--- config.mk ---
export PLATFORM = sky130hd
export DESIGN_NAME = regbank_scheduler_flat
export DESIGN_NICKNAME = d
export VERILOG_FILES = /design/src/rtl/regbank_scheduler_if.sv /design/src/rtl/regbank_scheduler.sv /design/src/flat_wrapper.sv
export SDC_FILE = /design/constraint.sdc
export NUM_CORES = 1
export LEC_CHECK = 0
export ABC_CLOCK_PERIOD_IN_PS = 2500
export BUFFER_PORTS_ARGS = -buffer_cell sky130_fd_sc_hd__buf_2
export CORE_UTILIZATION = 25
export DETAILED_ROUTE_END_ITERATION = 16
export PLACE_DENSITY = 0.5
export SLEW_MARGIN = 20
export SYNTH_ARGS = -nofsm -noshare
export SYNTH_HDL_FRONTEND = slang
export SYNTH_SLANG_ARGS = --single-unit
export TNS_END_PERCENT = 20
--- constraint.sdc ---
create_clock -name clk -period 2.5 [get_ports clk]
set_clock_uncertainty 0.1 [all_clocks]
set_input_delay 0.125 -clock clk [delete_from_list [all_inputs] [get_ports clk]]
set_output_delay 0.125 -clock clk [all_outputs]
set_load 0.05 [all_outputs]
--- src/rtl/regbank_scheduler_if.sv ---
// Issue and writeback channels between the pipeline and regbank_scheduler.
// Requesters drive the master side; the scheduler returns ready/grants on the slave side.
interface regbank_scheduler_if #(
    parameter int unsigned DATA_W = 16,
    parameter int unsigned SEL_W  = 3
);
    logic              iss_valid;
    logic [SEL_W-1:0]  iss_dest;
    logic [SEL_W-1:0]  iss_src1;
    logic [SEL_W-1:0]  iss_src2;
    logic              iss_use_src2;
    logic              iss_ready;

    logic              alu_wb_valid;
    logic [SEL_W-1:0]  alu_wb_dest;
    logic [DATA_W-1:0] alu_wb_data;
    logic              alu_wb_grant;

    logic              mem_wb_valid;
    logic [SEL_W-1:0]  mem_wb_dest;
    logic [DATA_W-1:0] mem_wb_data;
    logic              mem_wb_grant;

    modport master (
        output iss_valid, iss_dest, iss_src1, iss_src2, iss_use_src2,
        output alu_wb_valid, alu_wb_dest, alu_wb_data,
        output mem_wb_valid, mem_wb_dest, mem_wb_data,
        input  iss_ready, alu_wb_grant, mem_wb_grant
    );

    modport slave (
        input  iss_valid, iss_dest, iss_src1, iss_src2, iss_use_src2,
        input  alu_wb_valid, alu_wb_dest, alu_wb_data,
        input  mem_wb_valid, mem_wb_dest, mem_wb_data,
        output iss_ready, alu_wb_grant, mem_wb_grant
    );
endinterface

--- src/rtl/regbank_scheduler.sv ---
// Busy scoreboard with RAW/WAW issue stall and round-robin arbitration of
// ALU and load writebacks onto the register bank's single write port.
module regbank_scheduler #(
    parameter int unsigned DATA_W = 16,
    parameter int unsigned NREGS  = 8,
    parameter int unsigned SEL_W  = 3
) (
    input  logic              clk,
    input  logic              reset,
    regbank_scheduler_if.slave bus,
    output logic              rb_we,
    output logic [SEL_W-1:0]  rb_destreg_sel,
    output logic [DATA_W-1:0] rb_wdata,
    output logic [NREGS-1:0]  busy,
    output logic [15:0]       stall_count,
    output logic              wb_err
);
    localparam logic PTR_ALU = 1'b0;
    localparam logic PTR_MEM = 1'b1;

    logic              last_grant;
    logic              alu_grant;
    logic              mem_grant;
    logic              wb_fire;
    logic [SEL_W-1:0]  wb_dest;
    logic [DATA_W-1:0] wb_data;
    logic              ready;
    logic              issue_fire;
    logic              stall;
    logic [NREGS-1:0]  busy_nxt;

    // Grants are withheld during reset so held requests survive it.
    always_comb begin
        alu_grant = 1'b0;
        mem_grant = 1'b0;
        if (!reset) begin
            if (bus.alu_wb_valid && bus.mem_wb_valid) begin
                alu_grant = (last_grant == PTR_MEM);
                mem_grant = (last_grant == PTR_ALU);
            end else begin
                alu_grant = bus.alu_wb_valid;
                mem_grant = bus.mem_wb_valid;
            end
        end
    end

    assign wb_fire          = alu_grant | mem_grant;
    assign wb_dest          = alu_grant ? bus.alu_wb_dest : bus.mem_wb_dest;
    assign wb_data          = alu_grant ? bus.alu_wb_data : bus.mem_wb_data;
    assign bus.alu_wb_grant = alu_grant;
    assign bus.mem_wb_grant = mem_grant;

    assign ready = !busy[bus.iss_dest] && !busy[bus.iss_src1]
                   && !(bus.iss_use_src2 && busy[bus.iss_src2]);
    assign bus.iss_ready = ready;
    assign issue_fire    = bus.iss_valid && ready;
    assign stall         = bus.iss_valid && !ready;

    // Clear before set; a same-register collision only arises on an erroneous writeback.
    always_comb begin
        busy_nxt = busy;
        if (wb_fire) begin
            busy_nxt[wb_dest] = 1'b0;
        end
        if (issue_fire) begin
            busy_nxt[bus.iss_dest] = 1'b1;
        end
    end

    always_ff @(posedge clk) begin
        if (reset) begin
            busy           <= '0;
            rb_we          <= 1'b0;
            rb_destreg_sel <= '0;
            rb_wdata       <= '0;
            stall_count    <= '0;
            wb_err         <= 1'b0;
            last_grant     <= PTR_MEM;
        end else begin
            busy  <= busy_nxt;
            rb_we <= wb_fire;
            if (wb_fire) begin
                rb_destreg_sel <= wb_dest;
                rb_wdata       <= wb_data;
                last_grant     <= mem_grant ? PTR_MEM : PTR_ALU;
                if (!busy[wb_dest]) begin
                    wb_err <= 1'b1;
                end
            end
            if (stall && (stall_count != 16'hFFFF)) begin
                stall_count <= stall_count + 16'd1;
            end
        end
    end
endmodule

--- src/flat_wrapper.sv ---
// flat-port wrapper written by rule: the top's interface ports become plain ports
module regbank_scheduler_flat 
#(
    parameter int unsigned DATA_W = 16,
    parameter int unsigned NREGS  = 8,
    parameter int unsigned SEL_W  = 3
)
  (clk, reset, rb_we, rb_destreg_sel, rb_wdata, busy, stall_count, wb_err, bus_iss_valid, bus_iss_dest, bus_iss_src1, bus_iss_src2, bus_iss_use_src2, bus_alu_wb_valid, bus_alu_wb_dest, bus_alu_wb_data, bus_mem_wb_valid, bus_mem_wb_dest, bus_mem_wb_data, bus_iss_ready, bus_alu_wb_grant, bus_mem_wb_grant);
  regbank_scheduler_if #(.DATA_W(DATA_W), .SEL_W(SEL_W)) bus_i ();
  input  logic clk;
  input  logic reset;
  output logic rb_we;
  output logic [SEL_W-1:0] rb_destreg_sel;
  output logic [DATA_W-1:0] rb_wdata;
  output logic [NREGS-1:0] busy;
  output logic [15:0] stall_count;
  output logic wb_err;
  input wire logic [$bits(bus_i.iss_valid)-1:0] bus_iss_valid;
  input wire logic [$bits(bus_i.iss_dest)-1:0] bus_iss_dest;
  input wire logic [$bits(bus_i.iss_src1)-1:0] bus_iss_src1;
  input wire logic [$bits(bus_i.iss_src2)-1:0] bus_iss_src2;
  input wire logic [$bits(bus_i.iss_use_src2)-1:0] bus_iss_use_src2;
  input wire logic [$bits(bus_i.alu_wb_valid)-1:0] bus_alu_wb_valid;
  input wire logic [$bits(bus_i.alu_wb_dest)-1:0] bus_alu_wb_dest;
  input wire logic [$bits(bus_i.alu_wb_data)-1:0] bus_alu_wb_data;
  input wire logic [$bits(bus_i.mem_wb_valid)-1:0] bus_mem_wb_valid;
  input wire logic [$bits(bus_i.mem_wb_dest)-1:0] bus_mem_wb_dest;
  input wire logic [$bits(bus_i.mem_wb_data)-1:0] bus_mem_wb_data;
  output wire logic [$bits(bus_i.iss_ready)-1:0] bus_iss_ready;
  output wire logic [$bits(bus_i.alu_wb_grant)-1:0] bus_alu_wb_grant;
  output wire logic [$bits(bus_i.mem_wb_grant)-1:0] bus_mem_wb_grant;
  assign bus_i.iss_valid = bus_iss_valid;
  assign bus_i.iss_dest = bus_iss_dest;
  assign bus_i.iss_src1 = bus_iss_src1;
  assign bus_i.iss_src2 = bus_iss_src2;
  assign bus_i.iss_use_src2 = bus_iss_use_src2;
  assign bus_i.alu_wb_valid = bus_alu_wb_valid;
  assign bus_i.alu_wb_dest = bus_alu_wb_dest;
  assign bus_i.alu_wb_data = bus_alu_wb_data;
  assign bus_i.mem_wb_valid = bus_mem_wb_valid;
  assign bus_i.mem_wb_dest = bus_mem_wb_dest;
  assign bus_i.mem_wb_data = bus_mem_wb_data;
  assign bus_iss_ready = bus_i.iss_ready;
  assign bus_alu_wb_grant = bus_i.alu_wb_grant;
  assign bus_mem_wb_grant = bus_i.mem_wb_grant;
  regbank_scheduler #(.DATA_W(DATA_W), .NREGS(NREGS), .SEL_W(SEL_W)) u_core (.clk(clk), .reset(reset), .bus(bus_i), .rb_we(rb_we), .rb_destreg_sel(rb_destreg_sel), .rb_wdata(rb_wdata), .busy(busy), .stall_count(stall_count), .wb_err(wb_err));
endmodule
* After elaboration in Yosys (flattened, before gate mapping)
Cells that the tools add are included.
Storage, ports and cells: bits in registers 46, bits in latches 0, bits in writable memories 0, memory bits (read-only) 0, logic and storage cells 56, memories kept 0
Cells by class: add/subtract/negate cells 1, multipliers 0, div/mod/pow operators 0, $lt $le $gt $ge 6, equality and inequality tests 1, shift operators 0, mux-type cells 21, bitwise logic cells 6, reduce and logical (&&, ||, !) cells 14
Operator list (number):
- adder 16 x 1 -> 16 bit, second input constant | 1
- < comparator 3 x 4 -> 1 bit, second input constant | 4
- 2-to-1 mux 16 bit | 1
- 2-to-1 mux 8 bit | 2
- != test 16 bit, second input constant | 1
- binary-select mux 1 bit (select 3 bit) | 4
- 2-to-1 mux 1 bit | 11
- logical AND 1 bit | 9
- bitwise AND 8 bit | 1
- NOT 8 bit | 1
- OR 8 bit | 1
- demux 1 bit (select 3 bit) | 2
- greater-or-equal comparator 3 x 1 -> 1 bit, second input constant | 2
- logical NOT 1 bit | 4
- 2-to-1 mux 3 bit | 1
- NOT 1 bit | 2
- AND reduction 2 bit | 1
- OR 1 bit | 1

* Longest topological paths before layout
Gate-level depths: netlist of the first run.
depth in word-level cells 13, gate-level depth with buffers 9, gate-level depth less buffers 7

* Least setup slack after synthesis of the first run
No wires, ideal clock.
path kind flip-flop to flip-flop, from reg u_core.busy[6], to reg u_core.stall_count[0], arrival 2.237 ns, slack 0.036 ns, cell stages (with the launch flop) 8, buffers on the path 1, clock period less this slack 2.464 ns, cell sequence dfxtp_1 > mux4_2 > mux2_2 > a311oi_2 > buf_2 > nor2_1 > xnor2_1 > nor2_1
On the way: cells in the longest elaborated chain, start to end 8, elaborated cells on any way between the ends 15, classes of those cells mux (6); reduce/logical (9)
Ends and longest elaborated chain:
- from (decl) | line regbank_scheduler.sv:14 | output logic [NREGS-1:0] busy,
- from (signal assigned) | line regbank_scheduler.sv:80 | busy <= busy_nxt;
- binary-select mux 1 bit (select 3 bit), on equally long branches | line regbank_scheduler.sv:53, regbank_scheduler.sv:54
- 2-to-1 mux 1 bit, on equally long branches | line regbank_scheduler.sv:53, regbank_scheduler.sv:54
- logical NOT 1 bit / logical AND 1 bit (equally long branches) | line regbank_scheduler.sv:53, regbank_scheduler.sv:54
- logical AND 1 bit / logical NOT 1 bit (equally long branches) | line regbank_scheduler.sv:53, regbank_scheduler.sv:54
- logical AND 1 bit (*) | line regbank_scheduler.sv:54 | && !(bus.iss_use_src2 && busy[bus.iss_src2]);
- via bus_iss_ready | line flat_wrapper.sv:29 | output wire logic [$bits(bus_i.iss_ready)-1:0] bus_iss_ready;
- logical NOT 1 bit (*) | line regbank_scheduler.sv:57 | assign stall = bus.iss_valid && !ready;
- logical AND 1 bit (*) | line regbank_scheduler.sv:57
- logical AND 1 bit (*) | line regbank_scheduler.sv:90 | if (stall && (stall_count != 16'hFFFF)) begin
- to (signal assigned) | line regbank_scheduler.sv:91 | stall_count <= stall_count + 16'd1;
- to (decl) | line regbank_scheduler.sv:15 | output logic [15:0] stall_count,
The timed path passes the listed nets; every way through them passes the cells marked *. The select of a mux whose other input is x is not followed. A chain may end at the register's enable or synchronous reset.

* Worst setup path after layout of the first run
from reg u_core.busy[0], to out bus_iss_ready
On the way: cells in the longest elaborated chain, start to end 5, elaborated cells on any way between the ends 12, classes of those cells mux (6); reduce/logical (6)
Ends and longest elaborated chain (line):
- binary-select mux 1 bit (select 3 bit), on equally long branches | regbank_scheduler.sv:53, regbank_scheduler.sv:54
- 2-to-1 mux 1 bit, on equally long branches | regbank_scheduler.sv:53, regbank_scheduler.sv:54
- logical NOT 1 bit / logical AND 1 bit (equally long branches) | regbank_scheduler.sv:53, regbank_scheduler.sv:54
- logical AND 1 bit / logical NOT 1 bit (equally long branches) | regbank_scheduler.sv:53, regbank_scheduler.sv:54
- logical AND 1 bit (*) | regbank_scheduler.sv:54
- to (decl) | flat_wrapper.sv:29
Mark *: on every way between the ends. The rest lies on a longest branch, timed or not. The select of a mux whose other input is x is not followed.

==> flow_metrics.env, run 1 <==
export IMPL_status="finished clean"
export IMPL_first_pass_iters=4
export IMPL_pin_count=101
export IMPL_setup_viol=0
export IMPL_syn_avg_cell_area_sq_um=8.19
export IMPL_tns_ns=0
export IMPL_min_period_ns=2.38
export IMPL_ant_nets=0
export IMPL_routabilityCongestion=0.837
export IMPL_synthArstFlopShare_pct=0
export IMPL_hold_ws_ns=0.0180
export IMPL_path_buf_inv=2
export IMPL_grt_util_all_layers_pct=14.5
export IMPL_antenna_found_initial=0
export IMPL_cts_clk_slew_worst_paths_ns=0.10
export IMPL_regArea_sq_um=921
export IMPL_multi_input_area_sq_mm=0.00139
export IMPL_remaining_drc_errors=0
export IMPL_wl_met1_um=3140
export IMPL_p_switching_mw=0.577
export IMPL_hold_viol_final=0
export IMPL_yosys_warnings=0
export IMPL_synth_edf_count=0
export IMPL_p_clk_share_pct=30.9
export IMPL_wl_per_cell_um=12.9
export IMPL_synthCells=293
export IMPL_final_max_slew_violation_count=0
export IMPL_clock_fmax_ghz=0.420
export IMPL_hold_class="in -> reg"
export IMPL_drt_first_iter_violations=81
export IMPL_overflow=0
export IMPL_ys_seq_elements=46
export IMPL_critPathMaxStageDelay_ns=0.47
export IMPL_path_cells="mux4_2 -> mux2_2 -> a311oi_2 -> buf_12 -> buf_4"
export IMPL_root_buffer="clkbuf_8"
export IMPL_grt_pass1_wl_um=11800
export IMPL_clk_latency_ns=0.30
export IMPL_power_density_mw_per_mm2=530
export IMPL_syn_to_final_growth_pct=42.1
export IMPL_path_class="reg -> out"
export IMPL_r2r_slack_ns=0.19
export IMPL_nets=467
export IMPL_port_buffer_count=100
export IMPL_top_layer="met4"
export IMPL_viasPerCell=4.77
export IMPL_p_int_mw=1.23
export IMPL_wl_met2_um=3280
export IMPL_crit_family="multiplexers"
export IMPL_dpl_worst_slack_ns=0.190
export IMPL_n_fill_cell=997
export IMPL_fp_dieW_um=100
export IMPL_dpl_cell_count=511
export IMPL_worst_slack_ns=0.119
export IMPL_ys_flop_type="dfxtp_1"
export IMPL_vias=2588
export IMPL_seq_area_frac_synth_pct=38.4
export IMPL_slew_headroom_pct=68.9
export IMPL_crit_arrival_ns=2.16
export IMPL_wl_met3_um=487
export IMPL_row_count=35
export IMPL_die_area_sq_mm=0.0100
export IMPL_dp_hpwl_um=5000
export IMPL_fp_dieH_um=100
export IMPL_maxCapViolations=0
export IMPL_synth_area_sq_mm=0.00240
export IMPL_ir_worst_vdd_mv=0.206
export IMPL_clock_sinks=46
export IMPL_endpoint_kind="output pin"
export IMPL_p_total_mw=1.81
export IMPL_worst_pin_slew_ns=0.466
export IMPL_routed_wl_um=7020
export IMPL_synth_distinct_cells=41
export IMPL_design_area_sq_mm=0.00341
export IMPL_crit_path_top_delay_cell="mux4_2"
export IMPL_antenna_cells=0
export IMPL_finalCritPeriodShare_pct=95.3
export IMPL_p_seq_share_pct=44.0
export IMPL_most_common_layout_cells="buf_2 (99), dfxtp_1 (46), nand2_1 (43)"
export IMPL_power_leakage_nw=1.49
export IMPL_grt_pass1_vias=2513
export IMPL_switching_share_pct=31.9
export IMPL_cts_buffers=5
export IMPL_rsz0062_at_grt="false"
export IMPL_cts_setup_buffers=0
export IMPL_grt_max_degree=44
export IMPL_critPathMaxFanout=22
export IMPL_htreeDepth=2
export IMPL_share_comb_of_total_power_pct=25.2
export IMPL_initial_core_util_pct=25.9
export IMPL_required_ns=2.28
export IMPL_final_util_pct=36.8
export IMPL_cts_tree="done"
export IMPL_instances_no_fill=543
export IMPL_drive_above_1_share_pct=30.7
export IMPL_fp_coreArea_sq_mm=0.00928
export IMPL_startpoint_type="register"
export IMPL_dpl_cell_area_sq_mm=0.00305
export IMPL_synth_nets=347
export IMPL_layout_commonest_cell="buf_2"
export IMPL_cts_buffer_depth=2
## final cells by class
| cell class | count | share of cell area [%] |
|---|---|---|
| clock inverters | 3 | 1.17 |
| inverters | 7 | 0.770 |
| flip-flops and latches | 46 | 27.0 |
| clock buffers | 5 | 2.02 |
| multi-input cells | 223 | 40.6 |
| repair buffers | 130 | 23.7 |
| well taps | 129 | 4.73 |
## per-layer routing
layer | GRT usage [%] | vias to the layer above
met2 | 24.3 | 81
met4 | 4.01 | 0
li1 | - | 1300
met5 | 0 | -
met1 | 18.3 | 1197
met3 | 4.18 | 10
## worst paths after layout
check / endpoint / cells past startpoint / from
setup reg to reg: u_core.stall_count[9] / 7 / u_core.busy[0]
hold reg to reg: u_core.wb_err / 1 / u_core.wb_err
hold / removal: u_core.rb_wdata[14] / 3 / bus_alu_wb_data[14]
setup / recovery: bus_iss_ready / 5 / u_core.busy[0]
## state kept, by name, summed over array words and instances (netlist names)
| name | cells |
|---|---|
| u_core.rb_we | 1 |
| u_core.rb_destreg_sel | 3 |
| u_core.wb_err | 1 |
| u_core.rb_wdata | 16 |
| u_core.last_grant | 1 |
| u_core.stall_count | 16 |
| u_core.busy | 8 |
## tightest hold or removal path: cells and delay by family
kind	cells	cell delay [ns]
buf+inv	1	0.10
compound gates	1	0.10
simple gates	1	0.06
## logic make-up (layout without fill, tap and decap cells)
logic type,after synthesis,in the layout,share of synthesized area (%)
buffers and inverters,24,145,4.01
xor gates and xnor gates,5,5,1.82
muxes,17,17,9.95
and+or+nand+nor,134,134,26.9
adders and majority gates,1,1,0.521
DFF,46,46,38.4
AOI/OAI and AO/OA,66,66,18.4
## synthesized netlist by cell type (all sizes together), types with 4 or more instances
master   n  area share [%]
o21ai   20             4.2
nand4    4             1.0
clkbuf  12             1.9
mux2     5             2.3
a21oi   11             2.3
a22oi    7             2.2
nand2b   4             1.0
nand3    7             1.5
a311oi  13             5.0
nand2   43             6.7
nor2b    7             1.8
and3     4             1.0
nor2    37             5.8
mux2i    7             2.9
mux4     5             4.7
dfxtp   46              38
o22ai    6             1.6
nor3     7             1.5
inv      7             1.1
buf      5             1.0
xnor2    4             1.5
or3     12             3.1
## power by group through the flow
| stage | sequential, mW | combinational [mW] | clock [mW] |
|---|---|---|---|
| global placement | 0.812 | 0.416 | 0 |
| global route | 0.801 | 0.493 | 0.616 |
| detailed placement | 0.811 | 0.419 | 0 |
| finish | 0.795 | 0.455 | 0.559 |
| CTS | 0.795 | 0.454 | 0.587 |
| floorplan | 0.934 | 0.160 | 0 |
## repair_timing
action / CTS / global route
endpoints found under the setup margin: 0 / 12
resized for setup: 0 / 5
endpoints found under the hold margin: 13 / 0
hold buffers: 24 / 0
(Power assumes the default switching activity.)
==> run 2, diff against run 1 <==
ABC_AREA = 1   (was unset)
PLACE_DENSITY = 0.49   (was 0.5)
==> run 2 against run 1 <==
  * Register-to-register slack better by 0.04 ns
  * Total power is 0.77% higher
  * Flip-flop and latch count stayed put
  * Combinational power is 12% higher
  * Utilization is 2.3 points lower
  * Global-route usage is 1.9 points higher
  * Routed wire length is 27% higher
  * Die area is 10% higher
  * Critical path type is now reg -> reg
==> flow_metrics.env, run 2 <==
export IMPL_crit_path_top_delay_cell="dlygate4sd3_1"
export IMPL_worst_slack_ns=0.234
export IMPL_synth_top_family_by_area="simple AND/OR/NAND/NOR gates"
export IMPL_synthCells=413
export IMPL_drt_first_iter_violations=185
export IMPL_finalCritPeriodShare_pct=90.6
export IMPL_synth_area_leaders="dfxtp_1 (35%), nand2_1 (16%), a21oi_1 (7.0%)"
export IMPL_clock_sinks=46
export IMPL_synthArstFlopShare_pct=0
export IMPL_path_cells="inv_1 -> nand2_1 -> nand2_1 -> buf_4 -> clkinvlp_4 -> nand2_1 -> a21oi_1 -> dlygate4sd3_1"
export IMPL_pin_count=101
export IMPL_dpl_cell_area_sq_mm=0.00327
export IMPL_synthXorXnorAreaFrac_pct=3.30
export IMPL_startpoint_type="register"
export IMPL_n_fill_cell=1145
export IMPL_p_total_mw=1.82
export IMPL_yosys_area_share_simple_pct=36.0
export IMPL_worst_pin_slew_ns=0.431
export IMPL_synth_distinct_cells=28
export IMPL_syn_avg_cell_area_sq_um=6.43
export IMPL_rsz0062_at_grt="false"
export IMPL_critPathMaxStageDelay_ns=0.55
export IMPL_htreeDepth=2
export IMPL_row_count=37
export IMPL_power_density_mw_per_mm2=513
export IMPL_routabilityCongestion=0.916
export IMPL_layout_commonest_cell="nand2_1"
export IMPL_required_ns=2.62
export IMPL_design_area_sq_mm=0.00355
export IMPL_cts_buffer_depth=2
export IMPL_synthMuxAreaShare_pct=0
export IMPL_tns_ns=0
export IMPL_fp_dieH_um=105
export IMPL_path_buf_inv=4
export IMPL_crit_arrival_ns=2.38
export IMPL_cts_tree="done"
export IMPL_yosys_area_top_type="dfxtp_1"
export IMPL_die_area_sq_mm=0.0110
export IMPL_synthMostInstantiatedCell="nand2_1"
export IMPL_dp_hpwl_um=6360
export IMPL_crit_top_cell="nand2_1"
export IMPL_ys_seq_elements=46
export IMPL_setup_viol=0
export IMPL_port_buffer_count=100
export IMPL_clock_fmax_ghz=0.441
export IMPL_crit_family="buffers and inverters"
export IMPL_wl_per_cell_um=13.5
export IMPL_endpoint_kind="register"
export IMPL_grt_max_degree=25
export IMPL_cts_buffers=5
export IMPL_cts_clk_slew_worst_paths_ns=0.11
export IMPL_ir_worst_vdd_mv=0.254
export IMPL_min_period_ns=2.27
export IMPL_cts_setup_buffers=0
export IMPL_overflow=0
export IMPL_maxCapViolations=0
export IMPL_hold_viol_final=0
export IMPL_slew_headroom_pct=71.2
export IMPL_routed_wl_um=8930
export IMPL_first_pass_iters=5
export IMPL_most_common_layout_cells="nand2_1 (114), buf_2 (100), dfxtp_1 (46)"
export IMPL_ys_flop_type="dfxtp_1"
export IMPL_fp_coreArea_sq_mm=0.0103
export IMPL_synth_top_area_share_pct=34.7
export IMPL_drive_above_1_share_pct=23.2
export IMPL_synth_common_cells="nand2_1 (114), dfxtp_1 (46), nor2_1 (45)"
export IMPL_synth_adder_area_share_pct=0.471
export IMPL_path_class="reg -> reg"
export IMPL_synth_area_sq_mm=0.00266
export IMPL_synth_nets=467
export IMPL_power_leakage_nw=1.69
export IMPL_final_util_pct=34.4
export IMPL_final_max_slew_violation_count=0
export IMPL_reg_largest_list="u_core.rb_wdata x16, u_core.stall_count x16, u_core.busy x8"
export IMPL_status="finished clean"
export IMPL_remaining_drc_errors=0
export IMPL_seq_area_frac_synth_pct=34.7
export IMPL_initial_core_util_pct=25.7
export IMPL_viasPerCell=4.75
export IMPL_grt_util_all_layers_pct=16.4
export IMPL_yosys_warnings=0
export IMPL_synth_compound_area_share_pct=15.7
export IMPL_vias=3147
export IMPL_antenna_cells=0
export IMPL_dpl_worst_slack_ns=0.525
export IMPL_hold_class="in -> reg"
export IMPL_grt_pass1_vias=3043
export IMPL_clk_latency_ns=0.31
export IMPL_critPathMaxFanout=17
export IMPL_fp_dieW_um=105
export IMPL_root_buffer="clkbuf_8"
export IMPL_syn_to_final_growth_pct=33.7
export IMPL_grt_pass1_wl_um=14800
export IMPL_antenna_found_initial=0
export IMPL_ant_nets=0
export IMPL_synth_edf_count=0
export IMPL_nets=579
run 2: final timing paths:
check	endpoint	slack [ns]	from	cells after the start
max	u_core.rb_wdata[15]	0.23	u_core.last_grant	8
max reg2reg	u_core.rb_wdata[15]	0.23	u_core.last_grant	8
min reg2reg	u_core.rb_wdata[13]	0.40	u_core.rb_wdata[13]	2
min	u_core.rb_wdata[14]	0.01	bus_mem_wb_data[14]	3
run 2: worst min-delay path, stage by stage:
cell and delay [ns]:
buf_2 0.08, o221ai_1 0.11, nor2_1 0.08
run 2: report_power, final:
| group | total [mW] | internal, mW | leakage [nW] | switching [mW] |
|---|---|---|---|---|
| Combinational | 0.509 | 0.145 | 1.26 | 0.364 |
| Clock | 0.519 | 0.210 | 0.0506 | 0.309 |
| Sequential | 0.795 | 0.773 | 0.376 | 0.0220 |
run 2: logic make-up after synthesis:
logic type	count (synthesis)
DFF	46
xor gates and xnor gates	10
adders and majority gates	1
and+or+nand+nor	216
buffers and inverters	61
AOI/OAI and AO/OA	79
run 2: per-layer routing:
metal	vias to the layer above	track usage, %	routed length [um]
met5	-	0	0
met4	0	5.43	135
met3	10	1.93	479
met2	115	28.2	4240
met1	1446	21.3	4080
li1	1576	-	-
run 2: final cells by class:
class                      count  area, sq um  area share [%]
inverter                      43          170            4.79
sequential                    46          921            25.9
clock inverter                 3         28.8           0.810
clock buffer                   5         68.8            1.94
timing repair buffer         123          718            20.2
tap                          136          170            4.79
multi-input combinational    306         1480            41.5
run 2: what timing repair did:
| item | in CTS | in global routing |
|---|---|---|
| hold buffers | 18 | 0 |
| gates resized for setup | 0 | 1 |
| hold endpoints to repair | 16 | 0 |
| endpoints found under the setup margin | 0 | 1 |
run 2: per-stage QoR:
step | hold slack, ns | std cells
CTS | 0.00108 | 662
floorplan | 0.166 | 413
global placement | 0.274 | 636
detailed placement | 0.281 | 636
global route | 0.0246 | 662
finish | 0.0128 | 662
==> run 3, diff against run 2 <==
PLACE_DENSITY = 0.52   (was 0.49)
==> run 3 against run 2 <==
  * Fmax rose by 6.7%
  * Die area did not move
  * Critical path depth fell by 2
  * Combinational power fell by 4%
  * Register-to-register slack improved by 0.36 ns
  * Sequential power barely moved
  * Clock power rose by 13%
  * Non-clock buffer count fell by 6
  * Final cell count fell by 1.1%
  * Largest power group unchanged
==> flow_metrics.env, run 3 (synthesis gave the netlist of run 2 again) <==
export IMPL_r2r_slack_ns=0.59
export IMPL_grt_util_all_layers_pct=15.1
export IMPL_die_area_sq_mm=0.0110
export IMPL_wl_met3_um=403
export IMPL_switching_share_pct=34.2
export IMPL_p_seq_share_pct=42.6
export IMPL_grt_pass1_vias=2840
export IMPL_hold_viol_final=0
export IMPL_design_area_sq_mm=0.00350
export IMPL_worst_pin_slew_ns=0.469
export IMPL_min_period_ns=2.12
export IMPL_ant_nets=0
export IMPL_setup_viol=0
export IMPL_pin_count=101
export IMPL_antenna_found_initial=0
export IMPL_final_max_slew_violation_count=0
export IMPL_crit_arrival_ns=1.90
export IMPL_slew_headroom_pct=68.7
export IMPL_worst_slack_ns=0.377
export IMPL_maxCapViolations=0
export IMPL_path_class="reg -> out"
export IMPL_cts_tree="done"
export IMPL_critPathMaxFanout=23
export IMPL_p_int_mw=1.23
export IMPL_vias=3028
export IMPL_required_ns=2.28
export IMPL_wl_met1_um=3840
export IMPL_wl_met2_um=3870
export IMPL_n_fill_cell=1117
export IMPL_dpl_cell_count=636
export IMPL_hold_ws_ns=0.0102
export IMPL_routed_wl_um=8220
export IMPL_finalCritPeriodShare_pct=84.9
export IMPL_layout_commonest_cell="nand2_1"
export IMPL_antenna_cells=0
export IMPL_cts_clk_slew_worst_paths_ns=0.09
export IMPL_endpoint_kind="output pin"
export IMPL_routabilityCongestion=0.864
export IMPL_ir_worst_vdd_mv=0.253
export IMPL_syn_to_final_growth_pct=31.8
export IMPL_drive_above_1_share_pct=23.1
export IMPL_root_buffer="clkbuf_8"
export IMPL_fp_dieH_um=105
export IMPL_hold_class="in -> reg"
export IMPL_share_comb_of_total_power_pct=26.2
export IMPL_initial_core_util_pct=25.7
export IMPL_top_layer="met4"
export IMPL_status="finished clean"
export IMPL_clock_fmax_ghz=0.471
export IMPL_fp_dieW_um=105
export IMPL_reg_largest_list="u_core.rb_wdata x16, u_core.stall_count x16, u_core.busy x8"
export IMPL_dpl_worst_slack_ns=0.594
export IMPL_fp_coreArea_sq_mm=0.0103
export IMPL_p_clk_share_pct=31.3
export IMPL_htreeDepth=2
export IMPL_dpl_cell_area_sq_mm=0.00327
export IMPL_p_switching_mw=0.640
export IMPL_grt_max_degree=25
export IMPL_most_common_layout_cells="nand2_1 (114), buf_2 (100), dfxtp_1 (46)"
export IMPL_drt_first_iter_violations=149
export IMPL_power_density_mw_per_mm2=534
export IMPL_clk_latency_ns=0.31
export IMPL_clock_sinks=46
export IMPL_rsz0062_at_grt="false"
export IMPL_nets=573
export IMPL_port_buffer_count=100
export IMPL_tns_ns=0
export IMPL_viasPerCell=4.62
export IMPL_dp_hpwl_um=6040
export IMPL_instances_no_fill=655
export IMPL_startpoint_type="register"
export IMPL_remaining_drc_errors=0
export IMPL_cts_buffers=5
export IMPL_power_leakage_nw=1.68
export IMPL_row_count=37
export IMPL_wl_per_cell_um=12.6
export IMPL_overflow=0
export IMPL_first_pass_iters=5
export IMPL_grt_pass1_wl_um=13600
export IMPL_cts_buffer_depth=2
-- run 3: power by group through the flow --
stage | Sequential, mW | Combinational [mW] | Clock (mW)
3_3_place_gp | 0.811 | 0.475 | 0
3_5_place_dp | 0.812 | 0.477 | 0
2_1_floorplan | 0.943 | 0.206 | 0
6_report | 0.796 | 0.490 | 0.585
5_1_grt | 0.801 | 0.535 | 0.629
4_1_cts | 0.796 | 0.492 | 0.609
-- run 3: layout make-up --
type | count | area [sq um] | share of cell area [%]
Tap cell | 136 | 170 | 4.86
Clock buffer | 6 | 82.6 | 2.36
Multi-Input combinational cell | 306 | 1480 | 42.1
Clock inverter | 1 | 30.0 | 0.857
Timing Repair Buffer | 117 | 658 | 18.8
Inverter | 43 | 166 | 4.75
Sequential cell | 46 | 921 | 26.3
-- run 3: worst paths after layout --
kind                               from                     to  depth (start not counted)
setup / recovery      u_core.last_grant       bus_alu_wb_grant                          6
hold / removal       bus_alu_wb_data[4]     u_core.rb_wdata[4]                          3
setup reg to reg  u_core.stall_count[0]  u_core.stall_count[4]                          8
hold reg to reg      u_core.rb_wdata[4]     u_core.rb_wdata[4]                          2
-- run 3: routing by layer --
| metal | GRT usage [%] | up-vias |
|---|---|---|
| met2 | 25.4 | 100 |
| met1 | 19.5 | 1364 |
| met4 | 5.13 | 0 |
| met5 | 0 | - |
| met3 | 2.81 | 8 |
| li1 | - | 1556 |
-- run 3: critical path, cell delays in order (launching register included) --
cell     delay, ns
dfxtp_1       0.34
inv_1         0.05
nand2_1       0.15
nand2_1       0.09
buf_4         0.22
inv_1         0.38
buf_2         0.35
-- run 3: timing repair --
item,CTS,global route
resized for setup,0,0
buffers inserted,0,0
hold buffers,12,0
hold endpoints to repair,12,0
-- run 3: stage by stage --
stage	util [%]	power (mW)
6_report	33.9	1.87
3_3_place_gp	31.7	1.29
2_1_floorplan	-	1.15
4_1_cts	33.9	1.90
5_1_grt	33.9	1.96
3_5_place_dp	31.7	1.29
